--- src/rtl/seq_addsub_unit_pkg.sv ---
// Shared definitions for the sliced add/subtract unit: FSM encoding, slice
// geometry helpers, parameter legality check and the one-bit full-adder cell.
package seq_addsub_unit_pkg;

    localparam logic [1:0] ST_IDLE = 2'd0;
    localparam logic [1:0] ST_RUN  = 2'd1;
    localparam logic [1:0] ST_DONE = 2'd2;

    typedef struct packed {
        logic carry;
        logic overflow;
        logic zero;
    } flags_t;

    function automatic bit cfg_legal(input int width, input int chunk);
        return (chunk >= 32'sd1) && (width >= 32'sd1) && ((width % chunk) == 32'sd0);
    endfunction

    function automatic int calc_nchunk(input int width, input int chunk);
        return (chunk >= 32'sd1) ? (width / chunk) : 32'sd1;
    endfunction

    // At least one index bit so the single-slice configuration stays legal.
    function automatic int calc_idx_w(input int nchunk);
        return (nchunk > 32'sd1) ? $clog2(nchunk) : 32'sd1;
    endfunction

    // One-bit full adder cell, returns {cout, sum}.
    function automatic logic [1:0] full_add_bit(input logic a, input logic b, input logic cin);
        return {(a & b) | (a & cin) | (b & cin), a ^ b ^ cin};
    endfunction

endpackage

--- src/rtl/seq_addsub_unit_if.sv ---
// Operand-in / result-out handshake bundle of the sliced add/subtract unit.
interface seq_addsub_unit_if #(parameter int WIDTH = 32);

    logic             in_valid;
    logic             in_ready;
    logic [WIDTH-1:0] op_a;
    logic [WIDTH-1:0] op_b;
    logic             sub;
    logic             out_valid;
    logic             out_ready;
    logic [WIDTH-1:0] sum;
    logic             carry_out;
    logic             overflow;
    logic             zero;

    modport master (
        output in_valid, op_a, op_b, sub, out_ready,
        input  in_ready, out_valid, sum, carry_out, overflow, zero
    );

    modport slave (
        input  in_valid, op_a, op_b, sub, out_ready,
        output in_ready, out_valid, sum, carry_out, overflow, zero
    );

endinterface

--- src/rtl/seq_addsub_unit_chunk_adder.sv ---
// Combinational CHUNK-bit ripple adder built from full-adder cells; the top
// level time-multiplexes a single instance across all slices.
module seq_addsub_unit_chunk_adder
    import seq_addsub_unit_pkg::*;
#(
    parameter int CHUNK = 8
) (
    output logic [CHUNK-1:0] sum,
    output logic             cout,
    input  logic [CHUNK-1:0] a,
    input  logic [CHUNK-1:0] b,
    input  logic             cin
);

    logic       carry_s;
    logic [1:0] fa_s;

    // Ripple the carry through the cells LSB to MSB.
    always_comb begin
        sum     = {CHUNK{1'b0}};
        carry_s = cin;
        fa_s    = 2'b00;
        for (int i = 0; i < CHUNK; i++) begin
            fa_s    = full_add_bit(a[i], b[i], carry_s);
            sum[i]  = fa_s[0];
            carry_s = fa_s[1];
        end
        cout = carry_s;
    end

endmodule

--- src/rtl/seq_addsub_unit.sv ---
// Multi-cycle add/subtract: one CHUNK-bit slice per clock, LSB slice first,
// with the inter-slice carry held in a register.
module seq_addsub_unit
    import seq_addsub_unit_pkg::*;
#(
    parameter int WIDTH = 32,
    parameter int CHUNK = 8
) (
    input  logic             clk,
    input  logic             rst_n,
    seq_addsub_unit_if.slave bus
);

    localparam int NCHUNK = calc_nchunk(WIDTH, CHUNK);
    localparam int IDX_W  = calc_idx_w(NCHUNK);
    localparam int MSB    = WIDTH - 32'sd1;
    localparam logic [IDX_W-1:0] LAST_IDX = IDX_W'(NCHUNK - 32'sd1);

    if (!cfg_legal(WIDTH, CHUNK)) begin : g_cfg_check
        $error("seq_addsub_unit: CHUNK must be >= 1 and divide WIDTH exactly");
    end

    logic [1:0]       state_r;
    logic [WIDTH-1:0] a_r;
    logic [WIDTH-1:0] b_r;
    logic [WIDTH-1:0] sum_r;
    logic             carry_r;
    logic [IDX_W-1:0] idx_r;
    flags_t           flags_r;
    logic             in_ready_r;
    logic             out_valid_r;

    logic [CHUNK-1:0] a_slice_s;
    logic [CHUNK-1:0] b_slice_s;
    logic [CHUNK-1:0] slice_sum_s;
    logic             slice_cout_s;
    logic [WIDTH-1:0] sum_next_s;
    flags_t           flags_next_s;

    // Select the operand slices addressed by the chunk index.
    always_comb begin
        a_slice_s = {CHUNK{1'b0}};
        b_slice_s = {CHUNK{1'b0}};
        for (int i = 0; i < NCHUNK; i++) begin
            if (idx_r == IDX_W'(i)) begin
                a_slice_s = a_r[i*CHUNK +: CHUNK];
                b_slice_s = b_r[i*CHUNK +: CHUNK];
            end else begin
                a_slice_s = a_slice_s;
                b_slice_s = b_slice_s;
            end
        end
    end

    seq_addsub_unit_chunk_adder #(.CHUNK(CHUNK)) u_chunk_adder (
        .sum  (slice_sum_s),
        .cout (slice_cout_s),
        .a    (a_slice_s),
        .b    (b_slice_s),
        .cin  (carry_r)
    );

    // Merge the fresh slice into the running sum.
    always_comb begin
        sum_next_s = sum_r;
        for (int i = 0; i < NCHUNK; i++) begin
            if (idx_r == IDX_W'(i)) begin
                sum_next_s[i*CHUNK +: CHUNK] = slice_sum_s;
            end else begin
                sum_next_s[i*CHUNK +: CHUNK] = sum_r[i*CHUNK +: CHUNK];
            end
        end
    end

    // Flags are only meaningful on the last slice, where sum_next_s is complete.
    always_comb begin
        flags_next_s.carry    = slice_cout_s;
        flags_next_s.overflow = (a_r[MSB] == b_r[MSB]) && (sum_next_s[MSB] != a_r[MSB]);
        flags_next_s.zero     = (sum_next_s == {WIDTH{1'b0}});
    end

    // FSM, operand capture, slice sequencing and result registers.
    always_ff @(posedge clk) begin
        if (!rst_n) begin
            state_r     <= ST_IDLE;
            a_r         <= {WIDTH{1'b0}};
            b_r         <= {WIDTH{1'b0}};
            sum_r       <= {WIDTH{1'b0}};
            carry_r     <= 1'b0;
            idx_r       <= {IDX_W{1'b0}};
            flags_r     <= '{carry: 1'b0, overflow: 1'b0, zero: 1'b0};
            in_ready_r  <= 1'b1;
            out_valid_r <= 1'b0;
        end else begin
            case (state_r)
                ST_IDLE: begin
                    if (bus.in_valid) begin
                        a_r        <= bus.op_a;
                        b_r        <= bus.op_b ^ {WIDTH{bus.sub}};
                        carry_r    <= bus.sub;
                        idx_r      <= {IDX_W{1'b0}};
                        sum_r      <= {WIDTH{1'b0}};
                        state_r    <= ST_RUN;
                        in_ready_r <= 1'b0;
                    end
                end
                ST_RUN: begin
                    sum_r   <= sum_next_s;
                    carry_r <= slice_cout_s;
                    if (idx_r == LAST_IDX) begin
                        flags_r     <= flags_next_s;
                        idx_r       <= {IDX_W{1'b0}};
                        state_r     <= ST_DONE;
                        out_valid_r <= 1'b1;
                    end else begin
                        idx_r <= idx_r + 1'b1;
                    end
                end
                ST_DONE: begin
                    if (bus.out_ready) begin
                        state_r     <= ST_IDLE;
                        out_valid_r <= 1'b0;
                        in_ready_r  <= 1'b1;
                    end
                end
                default: begin
                    state_r     <= ST_IDLE;
                    out_valid_r <= 1'b0;
                    in_ready_r  <= 1'b1;
                end
            endcase
        end
    end

    assign bus.in_ready  = in_ready_r;
    assign bus.out_valid = out_valid_r;
    assign bus.sum       = sum_r;
    assign bus.carry_out = flags_r.carry;
    assign bus.overflow  = flags_r.overflow;
    assign bus.zero      = flags_r.zero;

endmodule

--- src/flat_wrapper.sv ---
// flat-port wrapper written by rule: the top's interface ports become plain ports
module seq_addsub_unit_flat import seq_addsub_unit_pkg::*;
#(
    parameter int WIDTH = 32,
    parameter int CHUNK = 8
)
  (clk, rst_n, bus_in_valid, bus_op_a, bus_op_b, bus_sub, bus_out_ready, bus_in_ready, bus_out_valid, bus_sum, bus_carry_out, bus_overflow, bus_zero);
  seq_addsub_unit_if #(.WIDTH(WIDTH)) bus_i ();
  input  logic clk;
  input  logic rst_n;
  input wire logic [$bits(bus_i.in_valid)-1:0] bus_in_valid;
  input wire logic [$bits(bus_i.op_a)-1:0] bus_op_a;
  input wire logic [$bits(bus_i.op_b)-1:0] bus_op_b;
  input wire logic [$bits(bus_i.sub)-1:0] bus_sub;
  input wire logic [$bits(bus_i.out_ready)-1:0] bus_out_ready;
  output wire logic [$bits(bus_i.in_ready)-1:0] bus_in_ready;
  output wire logic [$bits(bus_i.out_valid)-1:0] bus_out_valid;
  output wire logic [$bits(bus_i.sum)-1:0] bus_sum;
  output wire logic [$bits(bus_i.carry_out)-1:0] bus_carry_out;
  output wire logic [$bits(bus_i.overflow)-1:0] bus_overflow;
  output wire logic [$bits(bus_i.zero)-1:0] bus_zero;
  assign bus_i.in_valid = bus_in_valid;
  assign bus_i.op_a = bus_op_a;
  assign bus_i.op_b = bus_op_b;
  assign bus_i.sub = bus_sub;
  assign bus_i.out_ready = bus_out_ready;
  assign bus_in_ready = bus_i.in_ready;
  assign bus_out_valid = bus_i.out_valid;
  assign bus_sum = bus_i.sum;
  assign bus_carry_out = bus_i.carry_out;
  assign bus_overflow = bus_i.overflow;
  assign bus_zero = bus_i.zero;
  seq_addsub_unit #(.WIDTH(WIDTH), .CHUNK(CHUNK)) u_core (.clk(clk), .rst_n(rst_n), .bus(bus_i));
endmodule
--- config.mk ---
export PLATFORM = sky130hd
export DESIGN_NAME = seq_addsub_unit_flat
export DESIGN_NICKNAME = d
export VERILOG_FILES = /design/src/rtl/seq_addsub_unit_pkg.sv /design/src/rtl/seq_addsub_unit_if.sv /design/src/rtl/seq_addsub_unit_chunk_adder.sv /design/src/rtl/seq_addsub_unit.sv /design/src/flat_wrapper.sv
export SDC_FILE = /design/constraint.sdc
export NUM_CORES = 1
export LEC_CHECK = 0
export BUFFER_PORTS_ARGS = -buffer_cell sky130_fd_sc_hd__buf_2
export CAP_MARGIN = 20
export CORE_ASPECT_RATIO = 1.1
export CORE_MARGIN = 2
export CORE_UTILIZATION = 50
export CTS_CLUSTER_SIZE = 25
export DETAILED_ROUTE_END_ITERATION = 8
export GPL_ROUTABILITY_DRIVEN = 0
export GPL_TIMING_DRIVEN = 0
export PLACE_DENSITY = 0.74
export SKIP_LAST_GASP = 1
export SYNTH_ARGS = -nofsm -noshare
export SYNTH_HDL_FRONTEND = slang
export SYNTH_SLANG_ARGS = --single-unit
--- constraint.sdc ---
create_clock -name clk -period 7.6 [get_ports clk]
set_input_delay 0 -clock clk [delete_from_list [all_inputs] [get_ports clk]]
set_output_delay 0 -clock clk [all_outputs]
set_load 0.05 [all_outputs]
==> metrics.md, run 1 <==
| Metric | Value |
|---|---|
| Syn_area_per_cell | 8.67 sq um |
| VDD IR-drop max | 104 uV |
| CTS resizes | 0 |
| CP max stage delay | 630 ps |
| Io pins | 106 |
| CTS max path bufs | 2 |
| First DRT Iteration DRCs | 280 |
| Most frequent cell after synthesis | nand2_1 |
| Post-route insts no fill | 895 |
| Worst-path cell with the longest stage delay | fa_1 |
| Fin. Hold Viols | 0 |
| Top post-synthesis cells by area | dfxtp_1 41%, nand2_1 9.1%, o211a_1 6.2% |
| Slew @ Worst Pin | 655 ps |
| Sum of negative setup slack | 0 ps |
| Most used cell along the critical path | fa_1 |
| Row count | 38 |
| Distinct cell type count after synthesis | 39 |
| Top cells by count, synth | 125 x nand2_1, 106 x dfxtp_1, 45 x clkbuf_1 |
| Yosys reg bits | 106 |
| Global-route wire length before repair | around 25 mm |
| CP max FO | 10 |
| Clk sink count | 106 |
| Final nets | 851 |
| ANT cells | 0 |
| GRT Resource Usage Total | 28.7% |
| Largest net degree at the start of global routing | 19 |
| CP endpoint kind | flop |
| Post-CTS Setup Repair Bufs | 0 |
| Pwr/cell area | roughly 190 nW/um^2 |
| Share of cells above drive strength 1 | 16.1% |
| Vias | 5140 |
| Routed WL | about 16 mm |
| Dpl cells | approximately 820 |
| Mean number of vias per cell | around 5.7 |
| Setup CP Type | flop to flop |
| Final worst path period need | 6590 ps |
| Clk_lat worst skew | 390 ps |
| Ys async rst share | 0% |
| Vias in the first global route | 5178 |
| CTS tree | built |
| Mapped cell area | 5150 sq um |
| Worst slew margin | 56.3% |
| Grt total ovfl | 0 |
| Per-cell routed wire length | 17.7 microns |
| Primary FF master, synth | dfxtp_1 |
| Die area | 11100 sq um |
| Worst path cell trace | ha_1 > clkbuf_1 > clkbuf_1 > nand3b_1 > a21oi_1 > a21oi_1 > o21ai_1 > fa_1 > inv_1 > fa_1 > inv_1 > fa_1 > fa_1 > fa_1 > fa_1 > inv_1 > fa_1 > inv_1 > fa_1 > nor4_4 > nand4_1 > a2111o_1 > o31ai_1 |
| Number of antenna-violating nets in the routed design | 0 |
| WP buf/inv | 6 |
| Synth top area share | 41.2% |
| Post-synth EDFFs | 0 |
| Hpwl dp | 10.6 mm |
| Post-route DRC | 0 |
| Min-Delay Path Class | input port to flop |
| Post-synthesis cell count | 594 |
| Crit path DAT | 6890 ps |
| Cts hold-fix bufs | between 60 and 70 |
| Synth Net Count | 675 |
| Yosys top cell by area | dfxtp_1 |
| Port-buffer cells | 103 |
| Core ar. | 9940 sq um |
| Initial core utilization | a little over 50% |
| Top delay family on crit path | adder cells |
| Area grow syn2layout | 29.0% |
| Final setup vio count | 0 |
| Static Leak | 2.87 nW |
| Die Y | 110 microns |
| Worst endpoint required time | 7900 ps |
| Chip width | 101 microns |
| Initial antenna violation count | 0 |
| Clock skew | 17.1 ps |
| First drt pass iteration count | 7 |
| Fmax | 152 MHz |
| RSZ-0062 raised after global routing | false |
| Status | complete, no violations |
| Final Max Tran Viols | 0 |
| Worst setup SP type | flop |
| Number of H-tree levels | 3 |
| Synth warn | 0 |
| Register area share after synthesis | 41.2% |
| Period utilisation layout | 86.8% |
| TritonCTS Buffers | 9 |
| Max-cap violations | 0 |
| Clk slew on worst S/H paths | 100 ps |
| CTS root buf | clkbuf_8 |
==> through the flow <==
step	area (sq um)	worst slack [ps]	utilization, %	hold WS [ps]	total power (W)
2_1_floorplan	5150	2080	-	145	0.000789
3_3_place_gp	5810	1310	58.5	252	0.000871
3_5_place_dp	5810	1130	58.5	262	0.000877
4_1_cts	6640	1100	66.8	5.11	0.00126
5_1_grt	6640	687	66.8	37.8	0.00131
6_report	6640	1010	66.8	9.31	0.00127
==> tightest hold or removal path, stage by stage <==
cell and delay, ps:
buf_2 80, xnor2_1 60, nand2_1 70, o211a_1 140
==> registers in the layout, indices dropped and copies added, names as in the netlist <==
name,flops
u_core.a_r,32
u_core.b_r,32
u_core.bus.sum,32
u_core.idx_r,2
u_core.state_r,2
u_core.bus.carry_out,1
u_core.bus.in_ready,1
u_core.bus.out_valid,1
u_core.bus.overflow,1
u_core.bus.zero,1
u_core.carry_r,1
==> kinds of logic (layout without fill, tap and decap cells) <==
kind of cell | after synthesis | after routing | synth area share [%]
AOI/OAI and AO/OA | 164 | 164 | 24.0
xor gates and xnor gates | 32 | 32 | 5.44
adders and majority gates | 12 | 12 | 4.08
buffers and inverters | 61 | 242 | 4.54
DFF | 106 | 106 | 41.2
and+or+nand+nor | 219 | 219 | 20.8
==> layer usage <==
metal,GRT usage [%],up-vias,wire length [microns]
met5,0,-,0
met4,13.4,0,618
met3,5.44,57,984
met2,49.3,220,7940
met1,33.9,2433,6310
li1,-,2430,-
==> final timing paths <==
| path | start | to | slack (ps) | depth (start not counted) |
|---|---|---|---|---|
| worst max-delay path | u_core.idx_r[0] | u_core.bus.zero | 1010 | 23 |
| worst min-delay path | bus_op_b[14] | u_core.b_r[14] | 9 | 4 |
| worst max register to register | u_core.idx_r[0] | u_core.bus.zero | 1010 | 23 |
| worst min register to register | u_core.a_r[26] | u_core.a_r[26] | 470 | 2 |
==> cells in the final DEF, fill, tap and decap left out, types with 2 or more instances in the layout <==
master	n
nand2_1	125
buf_2	107
dfxtp_1	106
dlygate4sd3_1	62
clkbuf_1	45
nor2b_1	42
a21boi_0	35
a21oi_1	32
xnor2_1	32
o211a_1	32
a32oi_1	26
o21ai_1	16
nand3b_1	14
clkbuf_8	10
a22oi_1	9
inv_1	8
fa_1	8
nor3_1	7
nor2_1	7
a221oi_1	5
buf_1	4
ha_1	4
nand2b_1	3
and2_1	3
nand3_1	3
nor3b_1	3
nor4_1	3
inv_6	3
or4_1	2
or3_1	2
and3_1	2
o22ai_1	2
==> power by group <==
| group | internal [W] | switching, W | total, W |
|---|---|---|---|
| registers | 0.000587 | 0.0000199 | 0.000606 |
| logic | 0.000119 | 0.000173 | 0.000292 |
| clock network | 0.000165 | 0.000205 | 0.000370 |
| total | 0.000871 | 0.000398 | 0.00127 |
==> final cells by class <==
type,count,area [sq um]
fillers,802,3290
multi-input cells,427,2790
flip-flops and latches,106,2120
repair buffers,165,1140
plain buffers,53,204
well taps,120,150
clock buffers,10,138
clock inverters,6,70.1
inverters,8,30.0
(Power assumes the default switching activity.)
==> run 2, diff against run 1 <==
--- a/config.mk
+++ b/config.mk
@@ -5,6 +5,7 @@
 export SDC_FILE = /design/constraint.sdc
 export NUM_CORES = 1
 export LEC_CHECK = 0
+export ABC_AREA = 1
 export BUFFER_PORTS_ARGS = -buffer_cell sky130_fd_sc_hd__buf_2
 export CAP_MARGIN = 20
 export CORE_ASPECT_RATIO = 1.1
==> metrics.md, run 2 <==
| Metric | Value |
|---|---|
| Status | complete, no violations |
| Final setup vio count | 0 |
| Die Y | 111 microns |
| Reg2Reg Depth | 27 |
| First DRT Iteration DRCs | 346 |
| Final Max Tran Viols | 0 |
| Worst-path cell with the longest stage delay | fa_1 |
| Top Layer Used | met4 |
| Worst Hold Depth | 4 |
| Number of H-tree levels | 3 |
| Most frequent cell after synthesis | nand2_1 |
| Slew @ Worst Pin | 559 ps |
| Top cells by count, synth | 156 x nand2_1, 106 x dfxtp_1, 94 x nor2_1 |
| Clk slew on worst S/H paths | 70 ps |
| Met2 WL post-DR | 7.42 mm |
| Hpwl dp | 10.7 mm |
| Grt total ovfl | 0 |
| WHS Endpoint | u_core.b_r[12] |
| Period utilisation layout | 76.3% |
| Die area | 11300 sq um |
| Most common cell after layout, fill and taps aside | nand2_1 |
| Final worst path period need | 5800 ps |
| Clk sink count | 106 |
| Share of cells above drive strength 1 | a little under a fifth |
| Min-Delay Path Class | input port to flop |
| CP endpoint kind | flop |
| Routed WL | 14.8 mm |
| Row count | 39 |
| Clk_lat worst skew | approximately 350 ps |
| Vias in the first global route | 5302 |
| Per-cell routed wire length | 14.4 microns |
| R2R setup slack | 1800 ps |
| Mean number of vias per cell | 5.23 |
| Routed met3 length | 919 microns |
| Mapped cell area | 5230 sq um |
| RSZ-0062 raised after global routing | false |
| GRT Resource Usage Total | between 20% and 30% |
| Ys async rst share | 0% |
| Post-route DRC | 0 |
| Synth Area in Compound Gates | between 20 and 25% |
| Yosys top cell by area | dfxtp_1 |
| XOR/XNOR Fraction of Synth Area | 5.36% |
| Clock skew | approximately 11 ps |
| WHS | 15.9 ps |
| Synth warn | 0 |
| CP max stage delay | 490 ps |
| Primary FF master, synth | dfxtp_1 |
| Port-buffer cells | 104 |
| Initial antenna violation count | 0 |
| Commonest cells after routing, fill and taps aside | 156 x nand2_1, 124 x buf_2, 106 x dfxtp_1, 94 x nor2_1, 75 x o21ai_0 |
| Yosys reg bits | roughly 110 |
| Fin. Hold Viols | 0 |
| CTS resizes | 0 |
| Setup CP Type | flop to flop |
| Vias | approximately 5400 |
| CTS max path bufs | 2 |
| TritonCTS Buffers | 9 |
| CTS root buf | clkbuf_16 |
| Hold Crit Start | bus_op_b[12] |
| Worst slew margin | 62.8% |
| Post-synthesis cell count | 725 |
| Pwr/cell area | around 220 nW/um^2 |
| Core ar. | roughly 10000 sq um |
| CTS tree | built |
| Most used cell along the critical path | fa_1 |
| Initial core utilization | slightly above 50% |
| Register area share after synthesis | 40.6% |
| Post-synthesis mux area share | 0% |
| Worst R2R End | u_core.bus.zero |
| Max-cap violations | 0 |
| Largest family of logic cells by synthesized area | compound AO/OA/AOI/OAI gates |
| VDD IR-drop max | 110 uV |
| CP max FO | 10 |
| Final nets | 964 |
| Fmax | between 150 and 200 MHz |
| Distinct cell type count after synthesis | 31 |
| WP buf/inv | 7 |
| Syn_area_per_cell | between 7 and 8 sq um |
| Global-route wire length before repair | 24.4 mm |
| Top post-synthesis cells by area | dfxtp_1 41%, nand2_1 11%, o21ai_0 7.2% |
| Met1 WL | 6.11 mm |
| Static Leak | 2.98 nW |
| Area grow syn2layout | 27.7% |
| Adder-cell area share of the yosys netlist | 4.02% |
| Worst reg2reg path startpoint | u_core.idx_r[1] |
| Largest net degree at the start of global routing | 17 |
| Synth top area share | 40.6% |
| Crit path DAT | 6080 ps |
| Simple-Gate Fraction of Synth Area | 20.3% |
| Top delay family on crit path | adder cells |
| Chip width | 102 microns |
| Post-synth EDFFs | 0 |
| Io pins | 106 |
| Worst setup SP type | flop |
| ANT cells | 0 |
| First drt pass iteration count | 5 |
| Worst endpoint required time | 7880 ps |
| Synth Net Count | roughly 810 |
| Number of antenna-violating nets in the routed design | 0 |
| Sum of negative setup slack | 0 ps |
-- run 2: worst register-to-register path, stage by stage, from the launching register on --
cell and delay (ps):
dfxtp_1 400, ha_1 290, buf_2 250, buf_1 470
a21oi_1 70, o21ai_0 90, o21ai_0 160, fa_1 410
inv_1 80, fa_1 160, inv_1 50, fa_1 380
fa_1 400, fa_1 410, fa_1 370, inv_1 80
fa_1 160, inv_1 50, fa_1 490, inv_1 190
nand2_1 90, nand2_1 110, nand2_1 70, nor2_1 110
nand2_1 60, nor2_1 80, nand3_1 100, a21oi_1 140
-- run 2: kinds of logic (layout without fill, tap and decap cells) --
logic type / after synthesis / after routing
xor gates and xnor gates: 32 / 32
AOI/OAI and AO/OA: 200 / 200
and+or+nand+nor: 271 / 271
buffers and inverters: 104 / 267
adders and majority gates: 12 / 12
DFF: 106 / 106
-- run 2: cell type report --
type	instances	area, sq um
Sequential cell	106	2120
Clock inverter	5	77.6
Multi-Input combinational cell	515	2640
Inverter	55	209
Clock buffer	11	243
Timing Repair Buffer	147	951
Buffer	49	262
Tap cell	143	179
Fill cell	900	3610
-- run 2: what timing repair did --
item,CTS,global route
hold buffers,43,0
setup endpoints to repair,0,0
setup buffers,0,0
hold endpoints to repair,43,0
-- run 2: how the worst max path moves through the flow --
stage                               start         endpoint  slack (ps)  cells after the start
after global placement    u_core.idx_r[1]  u_core.bus.zero        1960                     27
after detailed placement  u_core.idx_r[1]  u_core.bus.zero        1900                     27
after floorplan           u_core.idx_r[0]  u_core.bus.zero        2710                     29
final                     u_core.idx_r[1]  u_core.bus.zero        1800                     27
after CTS                 u_core.idx_r[1]  u_core.bus.zero        1890                     27
after global routing      u_core.idx_r[0]  u_core.bus.zero        1420                     27
-- run 2: report_power, final --
part | switching (W) | internal (W)
Combinational | 0.000216 | 0.000124
Sequential | 0.0000193 | 0.000593
Clock | 0.000207 | 0.000297
-- run 2: per-stage QoR --
stage | instance area [sq um] | instances | total power, W | utilization (%) | setup slack [ps]
5_1_grt | 6680 | 1031 | 0.00152 | 64.9 | 1420
4_1_cts | 6680 | 1031 | 0.00145 | 64.9 | 1890
6_report | 6680 | 1031 | 0.00146 | 64.9 | 1800
3_5_place_dp | 5930 | 972 | 0.000941 | 57.6 | 1900
3_3_place_gp | 5930 | 972 | 0.000935 | 57.6 | 1960
2_1_floorplan | 5230 | 725 | 0.000838 | - | 2710
-- run 2: routing by layer --
metal	vias up	GRT usage [%]
met5	-	0
met4	0	11.2
met3	33	3.47
met2	199	46.9
met1	2499	33.8
li1	2663	-
